`config.mk`:
```
export PLATFORM = sky130hd
export DESIGN_NAME = boot_loader
export DESIGN_NICKNAME = d
export VERILOG_FILES = /design/src/rtl/boot_loader.sv
export SDC_FILE = /design/constraint.sdc
export NUM_CORES = 1
export LEC_CHECK = 0
export ABC_AREA = 1
export BUFFER_PORTS_ARGS = -buffer_cell sky130_fd_sc_hd__buf_2
export CORE_MARGIN = 2
export CORE_UTILIZATION = 25
export DETAILED_ROUTE_END_ITERATION = 12
export PLACE_DENSITY = 0.46
export SLEW_MARGIN = 20
export SYNTH_ARGS = -nofsm -noshare
export SYNTH_HDL_FRONTEND = slang
export SYNTH_SLANG_ARGS = --single-unit
export TNS_END_PERCENT = 100
```
`constraint.sdc`:
```
create_clock -name clk -period 5.45 [get_ports clk]
set_input_delay 0.545 -clock clk [delete_from_list [all_inputs] [get_ports clk]]
set_output_delay 0.545 -clock clk [all_outputs]
set_load 0.005 [all_outputs]
```
`src/rtl/boot_loader.sv`:
```
// ============================================================================
// Module   : boot_loader
// Purpose  : Loads a framed byte stream into instruction memory, then releases
//            the core's active-low reset after a verified checksum.
// Revision : 1.0 - initial release
// ============================================================================
`default_nettype none

module boot_loader #(
    parameter int         DATA_WIDTH  = 32,
    parameter int         RAM_AMOUNT  = 32,
    parameter int         HOLD_CYCLES = 2,
    parameter logic [7:0] SYNC_BYTE   = 8'hA5
) (
    input  logic                  clk,
    input  logic                  rst,
    input  logic                  i_rx_valid,
    input  logic [7:0]            i_rx_data,
    output logic                  o_rx_ready,
    output logic                  o_mem_we,
    output logic [31:0]           o_mem_addr,
    output logic [DATA_WIDTH-1:0] o_mem_data,
    output logic [3:0]            o_mem_ctrl,
    output logic                  o_init_active,
    output logic                  o_core_rst_n,
    output logic                  o_done,
    output logic                  o_error
);

    localparam int          c_hcnt_w     = $clog2(HOLD_CYCLES) + 1;
    localparam logic [15:0] c_ram_amount = 16'(RAM_AMOUNT);
    localparam logic [c_hcnt_w-1:0] c_hcnt_last = c_hcnt_w'(HOLD_CYCLES - 1);

    localparam logic [3:0] c_st_sync  = 4'd0;
    localparam logic [3:0] c_st_len0  = 4'd1;
    localparam logic [3:0] c_st_len1  = 4'd2;
    localparam logic [3:0] c_st_data  = 4'd3;
    localparam logic [3:0] c_st_csum  = 4'd4;
    localparam logic [3:0] c_st_hold  = 4'd5;
    localparam logic [3:0] c_st_run   = 4'd6;
    localparam logic [3:0] c_st_error = 4'd7;

    logic [3:0]            r_state,     w_state_nxt;
    logic [15:0]           r_cnt,       w_cnt_nxt;
    logic [7:0]            r_csum,      w_csum_nxt;
    logic [15:0]           r_widx,      w_widx_nxt;
    logic [1:0]            r_bidx,      w_bidx_nxt;
    logic [31:0]           r_word,      w_word_nxt;
    logic [c_hcnt_w-1:0]   r_hcnt,      w_hcnt_nxt;
    logic                  r_mem_we,    w_mem_we_nxt;
    logic [31:0]           r_mem_addr,  w_mem_addr_nxt;
    logic [DATA_WIDTH-1:0] r_mem_data,  w_mem_data_nxt;
    logic                  r_rx_ready;
    logic                  r_init_active;
    logic                  r_core_rst_n;
    logic                  r_done;
    logic                  r_error;

    logic                  w_xfer;
    logic [15:0]           w_len;
    logic [31:0]           w_word_asm;

    assign w_xfer = i_rx_valid & r_rx_ready;

    always_comb begin
        w_state_nxt    = r_state;
        w_cnt_nxt      = r_cnt;
        w_csum_nxt     = r_csum;
        w_widx_nxt     = r_widx;
        w_bidx_nxt     = r_bidx;
        w_word_nxt     = r_word;
        w_hcnt_nxt     = r_hcnt;
        w_mem_we_nxt   = 1'b0;
        w_mem_addr_nxt = r_mem_addr;
        w_mem_data_nxt = r_mem_data;
        w_len          = {i_rx_data, r_cnt[7:0]};
        w_word_asm     = r_word;
        w_word_asm[8*r_bidx +: 8] = i_rx_data;

        case (r_state)
            c_st_sync: begin
                if (w_xfer && (i_rx_data == SYNC_BYTE)) begin
                    w_state_nxt = c_st_len0;
                    w_csum_nxt  = 8'h00;
                end
            end
            c_st_len0: begin
                if (w_xfer) begin
                    w_cnt_nxt   = {r_cnt[15:8], i_rx_data};
                    w_csum_nxt  = r_csum ^ i_rx_data;
                    w_state_nxt = c_st_len1;
                end
            end
            c_st_len1: begin
                if (w_xfer) begin
                    w_cnt_nxt  = w_len;
                    w_csum_nxt = r_csum ^ i_rx_data;
                    if (w_len > c_ram_amount) begin
                        w_state_nxt = c_st_error;
                    end else if (w_len == 16'd0) begin
                        w_state_nxt = c_st_csum;
                    end else begin
                        w_state_nxt = c_st_data;
                        w_widx_nxt  = 16'd0;
                        w_bidx_nxt  = 2'd0;
                    end
                end
            end
            c_st_data: begin
                if (w_xfer) begin
                    w_word_nxt = w_word_asm;
                    w_csum_nxt = r_csum ^ i_rx_data;
                    w_bidx_nxt = r_bidx + 2'd1;
                    if (r_bidx == 2'd3) begin
                        // Write uses the assembled word including the byte arriving now.
                        w_mem_we_nxt   = 1'b1;
                        w_mem_addr_nxt = {16'd0, r_widx};
                        w_mem_data_nxt = w_word_asm;
                        w_widx_nxt     = r_widx + 16'd1;
                        if (r_widx == (r_cnt - 16'd1)) begin
                            w_state_nxt = c_st_csum;
                        end
                    end
                end
            end
            c_st_csum: begin
                if (w_xfer) begin
                    if (i_rx_data == r_csum) begin
                        w_state_nxt = c_st_hold;
                        w_hcnt_nxt  = '0;
                    end else begin
                        w_state_nxt = c_st_error;
                    end
                end
            end
            c_st_hold: begin
                w_hcnt_nxt = r_hcnt + 1'b1;
                if (r_hcnt == c_hcnt_last) begin
                    w_state_nxt = c_st_run;
                end
            end
            c_st_run:   w_state_nxt = c_st_run;
            c_st_error: w_state_nxt = c_st_error;
            default:    w_state_nxt = c_st_error;
        endcase
    end

    // Status outputs are registered from the next state so they align with it.
    always_ff @(posedge clk) begin
        if (rst) begin
            r_state       <= c_st_sync;
            r_cnt         <= 16'd0;
            r_csum        <= 8'h00;
            r_widx        <= 16'd0;
            r_bidx        <= 2'd0;
            r_word        <= 32'd0;
            r_hcnt        <= '0;
            r_mem_we      <= 1'b0;
            r_mem_addr    <= 32'd0;
            r_mem_data    <= '0;
            r_rx_ready    <= 1'b0;
            r_init_active <= 1'b1;
            r_core_rst_n  <= 1'b0;
            r_done        <= 1'b0;
            r_error       <= 1'b0;
        end else begin
            r_state       <= w_state_nxt;
            r_cnt         <= w_cnt_nxt;
            r_csum        <= w_csum_nxt;
            r_widx        <= w_widx_nxt;
            r_bidx        <= w_bidx_nxt;
            r_word        <= w_word_nxt;
            r_hcnt        <= w_hcnt_nxt;
            r_mem_we      <= w_mem_we_nxt;
            r_mem_addr    <= w_mem_addr_nxt;
            r_mem_data    <= w_mem_data_nxt;
            r_rx_ready    <= (w_state_nxt <= c_st_csum);
            r_init_active <= (w_state_nxt != c_st_run);
            r_core_rst_n  <= (w_state_nxt == c_st_run);
            r_done        <= (w_state_nxt == c_st_run);
            r_error       <= (w_state_nxt == c_st_error);
        end
    end

    assign o_rx_ready    = r_rx_ready;
    assign o_mem_we      = r_mem_we;
    assign o_mem_addr    = r_mem_addr;
    assign o_mem_data    = r_mem_data;
    assign o_mem_ctrl    = 4'b1111;
    assign o_init_active = r_init_active;
    assign o_core_rst_n  = r_core_rst_n;
    assign o_done        = r_done;
    assign o_error       = r_error;

endmodule

`default_nettype wire

```
* Word-level counts from Yosys, hierarchy flattened
Cells that the tools add are included.
** Word-level totals
- Output and inout port bits :: 74
- Word-level logic and storage cells :: 103
- Input bits :: 11
- Bits in registers :: 133
** Operators by class
- Multiplexer cells :: 34
- Order comparisons :: 2
- Reduce and logical (&&, ||, !) cells :: 16
- $add $sub $neg :: 5
- Bitwise gates (word level) :: 6
- Shift-type cells :: 2
- Eq/ne operators :: 23
** Operators by type and width (count)
- $mux 16 :: 6
- $pmux 16 s2 :: 2
- $neg 5->34 :: 1
- $shift 8x34->32 const A :: 1
- $shiftx 8x34->32 :: 1
- $bwmux 32 :: 1
- $mux 4 :: 8
- $pmux 4 s7 :: 1
- $mux 8 :: 3
- $eq 4x3->1 const B :: 5
- $add 16x1->16 const B :: 1
- $eq 16x16->1 :: 1
- $gt 16x6->1 const B :: 1
- $logic_not 16->1 :: 1
- $ne 2x2->1 const B :: 8
- $pmux 8 s2 :: 1
- $sub 16x1->16 const B :: 1
- $reduce_and 3->1 :: 5
- $mux 2 :: 7
- $eq 4x2->1 const B :: 2
- $eq 8x8->1 :: 1
- $eq 8x8->1 const B :: 1
- $pmux 2 s2 :: 2
- $xor 8x8->8 :: 1
- other kinds (18) :: 26

* Longest topological paths before layout
Gate-level depths: netlist (run 1).
- Word-level depth :: 7
- Mapped depth :: 14
- Mapped depth without buffers :: 14

* Least setup slack after synthesis (run 1)
Ideal clock, no wire load.
- Path kind :: register -> register
- Start :: reg r_bidx[0]
- End :: reg r_word[10]
- Buffers on the path :: 2
- Arrival time :: 1964 ps
- Slack :: 3400 ps
- Stages on the path, launching flop included :: 9
- Data required time :: 5364 ps
- Clock period less this slack :: 2050 ps
- Setup time :: 86 ps
- Cell sequence :: dfxtp_1 -> clkbuf_1 -> inv_1 -> ha_1 -> clkbuf_1 -> nand3b_1 -> o22ai_1 -> nor2_1 -> a211oi_1
** On the way
- Word-level cells in the longest chain between the ends :: 3
- Elaborated cells between the ends (all ways) :: 4
- Those cells by class :: 1 x add/sub; 2 x shift; 1 x mux
** RTL lines
- from (decl) :: line 47 : logic [1:0] r_bidx, w_bidx_nxt;
- from (signal assigned) :: line 171 : r_bidx <= w_bidx_nxt;
- $neg 5->34 * :: line 78 : w_word_asm[8*r_bidx +: 8] = i_rx_data;
- $shiftx 8x34->32 / $shift 8x34->32 (equally long branches) :: line 78
- $bwmux 32 * :: line 78
- to (signal assigned) :: line 172 : r_word <= w_word_nxt;
- to (decl) :: line 48 : logic [31:0] r_word, w_word_nxt;
Every way passes the cells marked *; elsewhere a longest branch is shown, timed or not.
A chain may end at the register's enable or synchronous reset.

* Final worst setup path (run 1)
- Start :: reg r_bidx[0]
- End :: reg r_mem_addr[6] (netlist: o_mem_addr[6])
** On the way
- Word-level cells in the longest chain between the ends :: 2
** RTL lines
- $eq 2x2->1 :: line 114 : if (r_bidx == 2'd3) begin
- $reduce_and 3->1 (no source line)
- to (signal assigned) :: line 175 : r_mem_addr <= w_mem_addr_nxt;
- to (decl) :: line 51 : logic [31:0] r_mem_addr, w_mem_addr_nxt;
No other way between the ends.

==> run_results.csv, run 1 <==
group,metric,value,unit
critical_path,cp.required,5.80,ns
critical_path,critPathLaunchType,"flop",
sta,tightest_slew,1.037,ns
pwr,peakVddDrop,0.0001681,V
critical_path,crit_chain,"ha_1 -> inv_1 -> nor2_1 -> nand2_2 -> inv_1 -> buf_4 -> o21ai_0 -> a21oi_1",
logic_synthesis,yosys_register_bits,133,
pwr,p_leak,3.222,nW
critical_path,critPathSlowestCell,"inv_1",
sta,finClkSkew,0.007167,ns
outcome,violations,"design-rule violations",
detailed_routing,routed_wl,18.46,mm
detailed_routing,drtIter0Drc,344,
floorplan,fp-row-count,59,
finish,final_common_cell,"nand2_1",
finish,area_delta_synth_final,16.11,%
critical_path,cp-end-kind,"flop",
critical_path,reg2reg_depth,8,
logic_synthesis,yosys_warnings,0,
critical_path,cp_max_fo,36,
pwr,switching_share,24.68,%
cts,cts_sinks,133,
cts,cts_post_setup_buffers_inserted,0,
place,place.gp.congestion,0.7737,
cts,cts_made_buffers,17,
cts,ctsHoldBuffers,0,
place,portBuffers,64,
sta,rsz0062_at_grt,"no",
critical_path,crit_family,"buffers and inverters",
logic_synthesis,synthesis.area,6663,um2
outcome,status,"finished with violations",
global_routing,grt_start_max_net_pins,68,
finish,fillers,2876,
global_routing,grtUsageTotal,13.54,%
pwr,switching_power,558.4,uW
critical_path,critPathKind,"flop to flop",
global_routing,grt_overflow,0,
floorplan,die_area,27970,um2
detailed_routing,route.detailed.drc,5,
global_routing,grt_pass1_wl,30.42,mm
sta,hold_viol_final,0,
sta,setup-violations-final,0,
cts,ctsResizeCount,0,
logic_synthesis,synth_cell_types,46,
detailed_routing,avgViaCountPerCell,4.500,
sta,period_minus_slack,2.833,ns
global_routing,grt_pass1_vias,5542,
sta,final.setup.tns,0,ns
sta,slew_viol_final,0,
logic_synthesis,ys_seq_area_share,39.96,%
global_routing,antenna_found_initial,0,
finish,num_antenna_cells,0,
finish,layout.nets,957,
sta,max-slew-margin-rel,30.81,%
critical_path,crit_path_max_incr_delay,0.81,ns
cts,clk_pin_slew,0.06,ns
sta,final.setup.worst_slack,2.617,ns
cts,htree_levels,4,
place,place_ws,2.598,ns
detailed_routing,wl_per_cell,14.36,um
finish,mostFrequentLayoutCells,"nand2_1 (135), dfxtp_1 (133), inv_1 (94)",
pwr,p_seq_share,43.6,%
min_path,hp-class,"flop to flop",
pwr,p_per_area,292.5,nW/um2
critical_path,worstPathArrival,3.18,ns
min_path,whs_path_depth,2,
place,hpwl,12.94,mm
floorplan,core,26130,um2
cts,cts_buffer_depth,2,
floorplan,start_util,25.50,%
pwr,p_clk_share,51.2,%
critical_path,path_depth,8,
logic_synthesis,syn_avg_cell_area,7.428,um2
finish,drive_above_1_share,15.79,%
detailed_routing,ant_nets,0,
critical_path,critPathBufInv,3,
floorplan,pin_count,85,
pwr,p_int,1.704,mW
pwr,p_comb_share,5.2,%
detailed_routing,dr.pass1.iters,9,
logic_synthesis,netlist_instances,897,
cts,clk_latency,0.42,ns
run,drv_cap,0,
sta,fmax,353.0,MHz
cts,tritoncts,"built",
floorplan,die_x,167.3,um
sta,finalCritPeriodShare,51.98,%
detailed_routing,via_count,5782,
cts,root_buffer,"clkbuf_16",
critical_path,worst_path_most_repeated_cell,"inv_1",
floorplan,die_h,167.3,um
[routing by layer]
layer	global-route usage (%)	routed length, um	up-vias
li1	-	-	3025
met1	18.44	9036	2625
met2	21.99	8535	116
met3	2.742	694	16
met4	3.327	189	0
met5	0	0	-
[worst paths after layout]
| check | start | to | slack (ns) |
|---|---|---|---|
| worst min-delay path | r_word[16] | r_word[16] | 0.46 |
| worst max-delay path | r_bidx[0] | o_mem_addr[6] | 2.62 |
| worst min register to register | r_word[16] | r_word[16] | 0.46 |
| worst max register to register | r_bidx[0] | o_mem_addr[6] | 2.62 |
[worst register-to-register path: stages, from the launching register on]
cell and delay [ns]:
dfxtp_1 0.63, ha_1 0.26, inv_1 0.05, nor2_1 0.16, nand2_2 0.21, inv_1 0.82
buf_4 0.40, o21ai_0 0.12, a21oi_1 0.13
[per-stage QoR]
step                      cell area [um2]  hold slack, ns  std cells  utilization, %  total power [mW]
after floorplan                      6734          0.4344        916               -             1.101
after global placement               7147          0.4456       1253           27.35             1.126
after detailed placement             7147          0.4486       1253           27.35             1.126
after CTS                            7736          0.4618       1285           29.60             2.296
after global routing                 7736          0.4801       1285           29.60             2.349
final                                7736          0.4585       1285           29.60             2.263
[synthesized netlist by cell type (all sizes together)]
cell	n	area, um2
a211oi	35	292.8
a21oi	91	455.4
a22oi	1	12.51
a31oi	1	6.260
buf	34	236.5
clkbuf	32	120.1
clkinv	1	3.750
conb	2	7.510
dfxtp	133	2663
ha	9	112.6
inv	104	390.4
nand2	146	585.6
nand2b	1	6.260
nand3	32	177.7
nand3b	7	52.55
nand4	24	150.1
nor2	97	451.7
nor3	15	96.35
nor4	3	25.02
o2111ai	1	8.760
o211ai	1	7.510
o21a	1	7.510
o21ai	78	401.6
o21bai	1	11.26
o22ai	16	100.1
or2	2	12.51
xnor2	7	61.31
xnor3	1	22.52
xor2	21	183.9
[kinds of logic (layout without fill, tap and decap cells)]
| logic type | count (synthesis) | in the layout | share of synthesized area [%] |
|---|---|---|---|
| other | 2 | 21 | 0.1127 |
| adders and majority gates | 9 | 9 | 1.690 |
| xor gates and xnor gates | 29 | 29 | 4.019 |
| DFF | 133 | 133 | 39.96 |
| and+or+nand+nor | 327 | 327 | 23.38 |
| buffers and inverters | 171 | 205 | 11.27 |
| AOI/OAI and AO/OA | 226 | 226 | 19.57 |
[area by class of cell]
type,count,area [um2],area share [%]
multi-input cells,612,3321,42.92
flip-flops and latches,133,2663,34.42
clock buffers,18,439.2,5.677
well taps,335,419.2,5.418
inverters,105,394.1,5.095
repair buffers,68,350.3,4.529
clock inverters,14,150.1,1.941
[power groups by stage]
stage	combinational (mW)	sequential (mW)	clock (mW)
6_report	0.117	0.986	1.16
4_1_cts	0.119	0.986	1.19
5_1_grt	0.133	0.987	1.23
3_3_place_gp	0.118	1.01	0
3_5_place_dp	0.118	1.01	0
2_1_floorplan	0.0949	1.01	0
[registers in the layout, indices dropped and copies added, names as in the netlist]
register	cells
o_done	1
o_error	1
o_init_active	1
o_mem_addr	16
o_mem_data	32
o_mem_we	1
o_rx_ready	1
r_bidx	2
r_cnt	16
r_csum	8
r_hcnt	2
r_state	4
r_widx	16
r_word	32
Note: power is estimated with default switching activity, not from simulation.
==> run 2: changes to the inputs <==
==> constraint.sdc (replaced) <==
create_clock -name clk -period 3 [get_ports clk]
set_input_delay 0.3 -clock clk [delete_from_list [all_inputs] [get_ports clk]]
set_output_delay 0.3 -clock clk [all_outputs]
set_load 0.005 [all_outputs]
==> run_results.csv, run 2 (synthesis gave the netlist of run 1 again) <==
group,metric,value,unit
outcome,status,"finished with violations",
outcome,violations,"design-rule violations",
sta,finalCritPeriodShare,80.40,%
finish,fillers,2905,
critical_path,reg2reg_slack,0.59,ns
critical_path,critPathSlowestCell,"dfxtp_1",
sta,rsz0062_at_grt,"no",
critical_path,crit_start,"r_cnt[0]",
finish,fin_area,7779,um2
min_path,whs_path_depth,3,
sta,setup-violations-final,0,
cts,clk_pin_slew,0.07,ns
floorplan,fp-row-count,59,
cts,cts_made_buffers,17,
critical_path,reg2reg_depth,11,
detailed_routing,drtIter0Drc,308,
place,portBuffers,64,
global_routing,grt_pass1_vias,5638,
cts,htree_levels,4,
critical_path,rr_endpoint,"r_widx[4]",
critical_path,path_depth,11,
critical_path,worst_path_most_repeated_cell,"o21ai_1",
finish,multi_input_area,3321,um2
sta,fmax,414.6,MHz
global_routing,grt_pass1_wl,30.57,mm
finish,post-route-util,29.77,%
cts,ctsResizeCount,0,
sta,max-slew-margin-rel,41.21,%
detailed_routing,ant_nets,0,
cts,root_buffer,"clkbuf_16",
critical_path,cp.required,3.31,ns
detailed_routing,route.detailed.drc,5,
sta,finClkSkew,0.01539,ns
critical_path,crit_family,"simple AND/OR/NAND/NOR gates",
cts,cts_post_setup_buffers_inserted,0,
min_path,hp-class,"input pin to flop",
finish,final_common_cell,"nand2_1",
global_routing,antenna_found_initial,0,
pwr,p_leak,3.247,nW
sta,final.setup.worst_slack,0.5879,ns
sta,tightest_slew,0.8806,ns
place,dpl_cell_area,7192,um2
cts,ctsHoldBuffers,0,
finish,layout.nets,963,
critical_path,critPathBufInv,2,
detailed_routing,dr.pass1.iters,9,
floorplan,pin_count,85,
detailed_routing,avgViaCountPerCell,4.600,
critical_path,crit_chain,"inv_1 -> ha_1 -> nand3_4 -> o21ai_1 -> nand4_1 -> nand2_2 -> nand2_4 -> o21ai_4 -> inv_2 -> o21ai_1 -> a21oi_1",
floorplan,die_x,167.3,um
detailed_routing,via_count,5938,
pwr,peakVddDrop,0.0003257,V
place,place_ws,0.6349,ns
critical_path,cp-end-kind,"flop",
cts,clk_latency,0.43,ns
sta,hold_slack,0.2394,ns
critical_path,cp-endpoint,"r_widx[4]",
floorplan,die_h,167.3,um
critical_path,cp_max_fo,15,
detailed_routing,routed_wl,18.83,mm
finish,area_delta_synth_final,16.75,%
sta,period_minus_slack,2.412,ns
global_routing,grt_overflow,0,
finish,register_area,2663,um2
critical_path,worstPathArrival,2.73,ns
global_routing,grtUsageTotal,13.78,%
critical_path,crit_path_max_incr_delay,0.32,ns
run,drv_cap,0,
critical_path,critPathKind,"flop to flop",
pwr,p_per_area,528.7,nW/um2
finish,mostFrequentLayoutCells,"nand2_1 (135), dfxtp_1 (133), inv_1 (94)",
critical_path,critPathLaunchType,"flop",
cts,tritoncts,"built",
sta,final.setup.tns,0,ns
finish,num_antenna_cells,0,
place,place.gp.congestion,0.7751,
finish,drive_above_1_share,16.32,%
sta,hold_viol_final,0,
place,hpwl,13.24,mm
detailed_routing,wl_per_cell,14.59,um
cts,cts_sinks,133,
floorplan,die_area,27970,um2
global_routing,grt_start_max_net_pins,67,
floorplan,start_util,25.50,%
cts,cts_buffer_depth,2,
floorplan,core,26130,um2
critical_path,reg2reg_from,"r_cnt[0]",
sta,slew_viol_final,0,
-- run 2: report_power, final --
part	total [mW]	switching, mW	internal, mW
Combinational	0.217	0.154	0.0630
Clock	2.10	0.926	1.18
Sequential	1.79	0.0124	1.78
-- run 2: per-stage QoR --
step | instances | total power, mW
final | 1291 | 4.112
after global routing | 1291 | 4.269
after CTS | 1291 | 4.167
after detailed placement | 1259 | 2.048
after global placement | 1259 | 2.048
after floorplan | 916 | 2.000
-- run 2: cell type report --
cell class | instances | area share [%]
well taps | 335 | 5.388
clock buffers | 17 | 5.469
multi-input cells | 612 | 42.69
clock inverters | 15 | 2.075
repair buffers | 74 | 5.083
inverters | 105 | 5.067
flip-flops and latches | 133 | 34.23
-- run 2: worst min-delay path by stage --
stage                             to          from  slack, ns
after CTS                   r_cnt[4]  i_rx_data[4]       0.23
after global routing        r_cnt[4]  i_rx_data[4]       0.25
final                       r_cnt[4]  i_rx_data[4]       0.24
after global placement     r_word[7]     r_word[7]       0.45
after detailed placement  r_word[21]    r_word[21]       0.45
after floorplan            r_word[0]     r_word[0]       0.43
-- run 2: per-layer routing --
metal | part of all wire [%] | vias up | GRT usage, %
met3 | 3.9 | 28 | 3.262
met4 | 1.9 | 0 | 4.612
met5 | 0 | - | 0
li1 | - | 3026 | -
met1 | 49 | 2766 | 18.30
met2 | 46 | 118 | 22.03
-- run 2: worst register-to-register path, cell delays in order (launching register included) --
cell	delay (ns)
dfxtp_1	0.32
inv_1	0.17
ha_1	0.30
nand3_4	0.16
o21ai_1	0.22
nand4_1	0.27
nand2_2	0.18
nand2_4	0.16
o21ai_4	0.31
inv_2	0.07
o21ai_1	0.08
a21oi_1	0.05
==> run 3: changes to the inputs <==
--- a/config.mk
+++ b/config.mk
@@ -10,7 +10,7 @@
 export CORE_MARGIN = 2
 export CORE_UTILIZATION = 25
 export DETAILED_ROUTE_END_ITERATION = 12
-export PLACE_DENSITY = 0.46
+export PLACE_DENSITY = 0.47
 export SLEW_MARGIN = 20
 export SYNTH_ARGS = -nofsm -noshare
 export SYNTH_HDL_FRONTEND = slang
==> constraint.sdc (replaced) <==
create_clock -name clk -period 2.1 [get_ports clk]
set_input_delay 0.21 -clock clk [delete_from_list [all_inputs] [get_ports clk]]
set_output_delay 0.21 -clock clk [all_outputs]
set_load 0.005 [all_outputs]
==> run_results.csv, run 3 (synthesis gave the netlist of run 1 again) <==
group,metric,value,unit
critical_path,reg2reg_slack,0.16,ns
sta,tightest_slew,0.8029,ns
global_routing,antenna_found_initial,0,
detailed_routing,routed_wl,19.23,mm
sta,max-slew-margin-rel,46.47,%
finish,num_antenna_cells,0,
pwr,p_leak,3.377,nW
run,drv_cap,0,
cts,htree_levels,4,
sta,finalCritPeriodShare,92.33,%
finish,layout.nets,989,
sta,finClkSkew,0.01677,ns
global_routing,grt_pass1_wl,31.26,mm
cts,cts_post_setup_buffers_inserted,0,
place,dp_cells,1285,
critical_path,rr_endpoint,"r_widx[7]",
outcome,violations,"design-rule violations",
place,place_ws,0.1063,ns
floorplan,start_util,25.50,%
floorplan,die_x,167.3,um
critical_path,path_depth,10,
finish,post-route-util,30.68,%
critical_path,critPathBufInv,2,
detailed_routing,avgViaCountPerCell,4.568,
critical_path,crit_family,"simple AND/OR/NAND/NOR gates",
detailed_routing,route.detailed.drc,4,
cts,clk_pin_slew,0.07,ns
sta,hold_slack,0.09380,ns
cts,tritoncts,"built",
critical_path,cp-endpoint,"r_widx[7]",
pwr,p_total,5.960,mW
finish,fillers,2893,
floorplan,die_h,167.3,um
detailed_routing,via_count,6016,
detailed_routing,drtIter0Drc,338,
critical_path,reg2reg_depth,10,
place,portBuffers,64,
detailed_routing,ant_nets,0,
floorplan,core,26130,um2
floorplan,die_area,27970,um2
finish,area_delta_synth_final,20.32,%
sta,setup-violations-final,0,
sta,period_minus_slack,1.939,ns
cts,cts_sinks,133,
detailed_routing,wl_per_cell,14.60,um
cts,clk_latency,0.43,ns
finish,drive_above_1_share,18.84,%
critical_path,critPathSlowestCell,"dfxtp_1",
min_path,hp-class,"input pin to flop",
global_routing,grtUsageTotal,13.96,%
critical_path,crit_path_max_incr_delay,0.33,ns
detailed_routing,dr.pass1.iters,8,
critical_path,reg2reg_from,"r_cnt[0]",
pwr,p_per_area,743.5,nW/um2
sta,slew_viol_final,0,
cts,cts_buffer_depth,2,
cts,root_buffer,"clkbuf_16",
critical_path,critPathKind,"flop to flop",
sta,hold_viol_final,0,
critical_path,cp-end-kind,"flop",
global_routing,grt_overflow,0,
place,hpwl,13.79,mm
finish,multi_input_area,3338,um2
floorplan,pin_count,85,
place,place.gp.congestion,0.8073,
critical_path,worstPathArrival,2.26,ns
critical_path,crit_start,"r_cnt[0]",
sta,final.setup.worst_slack,0.1612,ns
critical_path,cp.required,2.42,ns
global_routing,grt_start_max_net_pins,67,
finish,final_common_cell,"nand2_1",
critical_path,crit_chain,"inv_1 -> ha_4 -> nand3_4 -> o21ai_1 -> nand4_1 -> nand2_2 -> nand2_4 -> o21ai_4 -> buf_4 -> nor3_1",
sta,fmax,515.8,MHz
critical_path,critPathLaunchType,"flop",
floorplan,fp-row-count,59,
global_routing,grt_pass1_vias,5751,
finish,finalNonFillerCells,1317,
finish,mostFrequentLayoutCells,"nand2_1 (135), dfxtp_1 (133), inv_1 (93)",
finish,register_area,2663,um2
critical_path,cp_max_fo,15,
outcome,status,"finished with violations",
cts,cts_made_buffers,17,
pwr,peakVddDrop,0.0004724,V
[run 3: changes by cell type in the layout (fill, tap and decap cells not counted), sizes merged]
cell / previous run / this run
buf: 74 / 100
bufinv: 1 / 2
clkbuf: 17 / 18
clkinv: 4 / 5
inv: 113 / 110
[run 3: cell type report]
cell class	count	area share, %
clock buffer	18	5.354
timing repair buffer	100	7.523
tap	335	5.229
sequential	133	33.21
multi-input combinational	612	41.64
inverter	105	4.948
clock inverter	14	2.091
[run 3: power by group]
group	switching (mW)	internal (mW)	total (mW)
combinational	0.226	0.106	0.332
sequential	0.0174	2.54	2.56
clock	1.28	1.79	3.07
[run 3: timing repair]
| action | CTS | global route |
|---|---|---|
| resized for setup | 0 | 6 |
| hold buffers | 0 | 0 |
| endpoints found under the setup margin | 0 | 17 |
[run 3: per-stage QoR]
step / cell area, um2 / TNS, ns
after floorplan: 6734 / 0
after global placement: 7400 / 0
after detailed placement: 7400 / 0
after CTS: 7996 / 0
after global routing: 8016 / -0.0003249
final: 8016 / 0
[run 3: worst register-to-register path, delay by kind of cell, from the launching register on]
kind,cells,cell delay [ns]
and+or+nand+nor,5,0.61
adders and majority gates,1,0.16
DFF,1,0.33
buffers and inverters,2,0.29
AOI/OAI and AO/OA,2,0.46
[run 3: worst min-delay path by stage]
| stage | from | endpoint | slack [ns] | cells after the start |
|---|---|---|---|---|
| after global routing | i_rx_data[1] | r_cnt[9] | 0.1 | 3 |
| after CTS | i_rx_data[1] | r_cnt[9] | 0.08 | 3 |
| after floorplan | i_rx_data[6] | r_cnt[14] | 0.36 | 2 |
| after global placement | r_word[16] | r_word[16] | 0.44 | 2 |
| final | i_rx_data[1] | r_cnt[9] | 0.09 | 3 |
| after detailed placement | r_word[17] | r_word[17] | 0.45 | 2 |
[run 3: routing by layer]
| metal | part of all wire [%] | global-route usage [%] | wire length, um | up-vias |
|---|---|---|---|---|
| met3 | 3.2 | 2.576 | 609 | 20 |
| met2 | 47 | 22.82 | 9001 | 108 |
| met5 | 0 | 0 | 0 | - |
| li1 | - | - | - | 3085 |
| met1 | 49 | 18.95 | 9387 | 2803 |
| met4 | 1.2 | 3.705 | 229 | 0 |
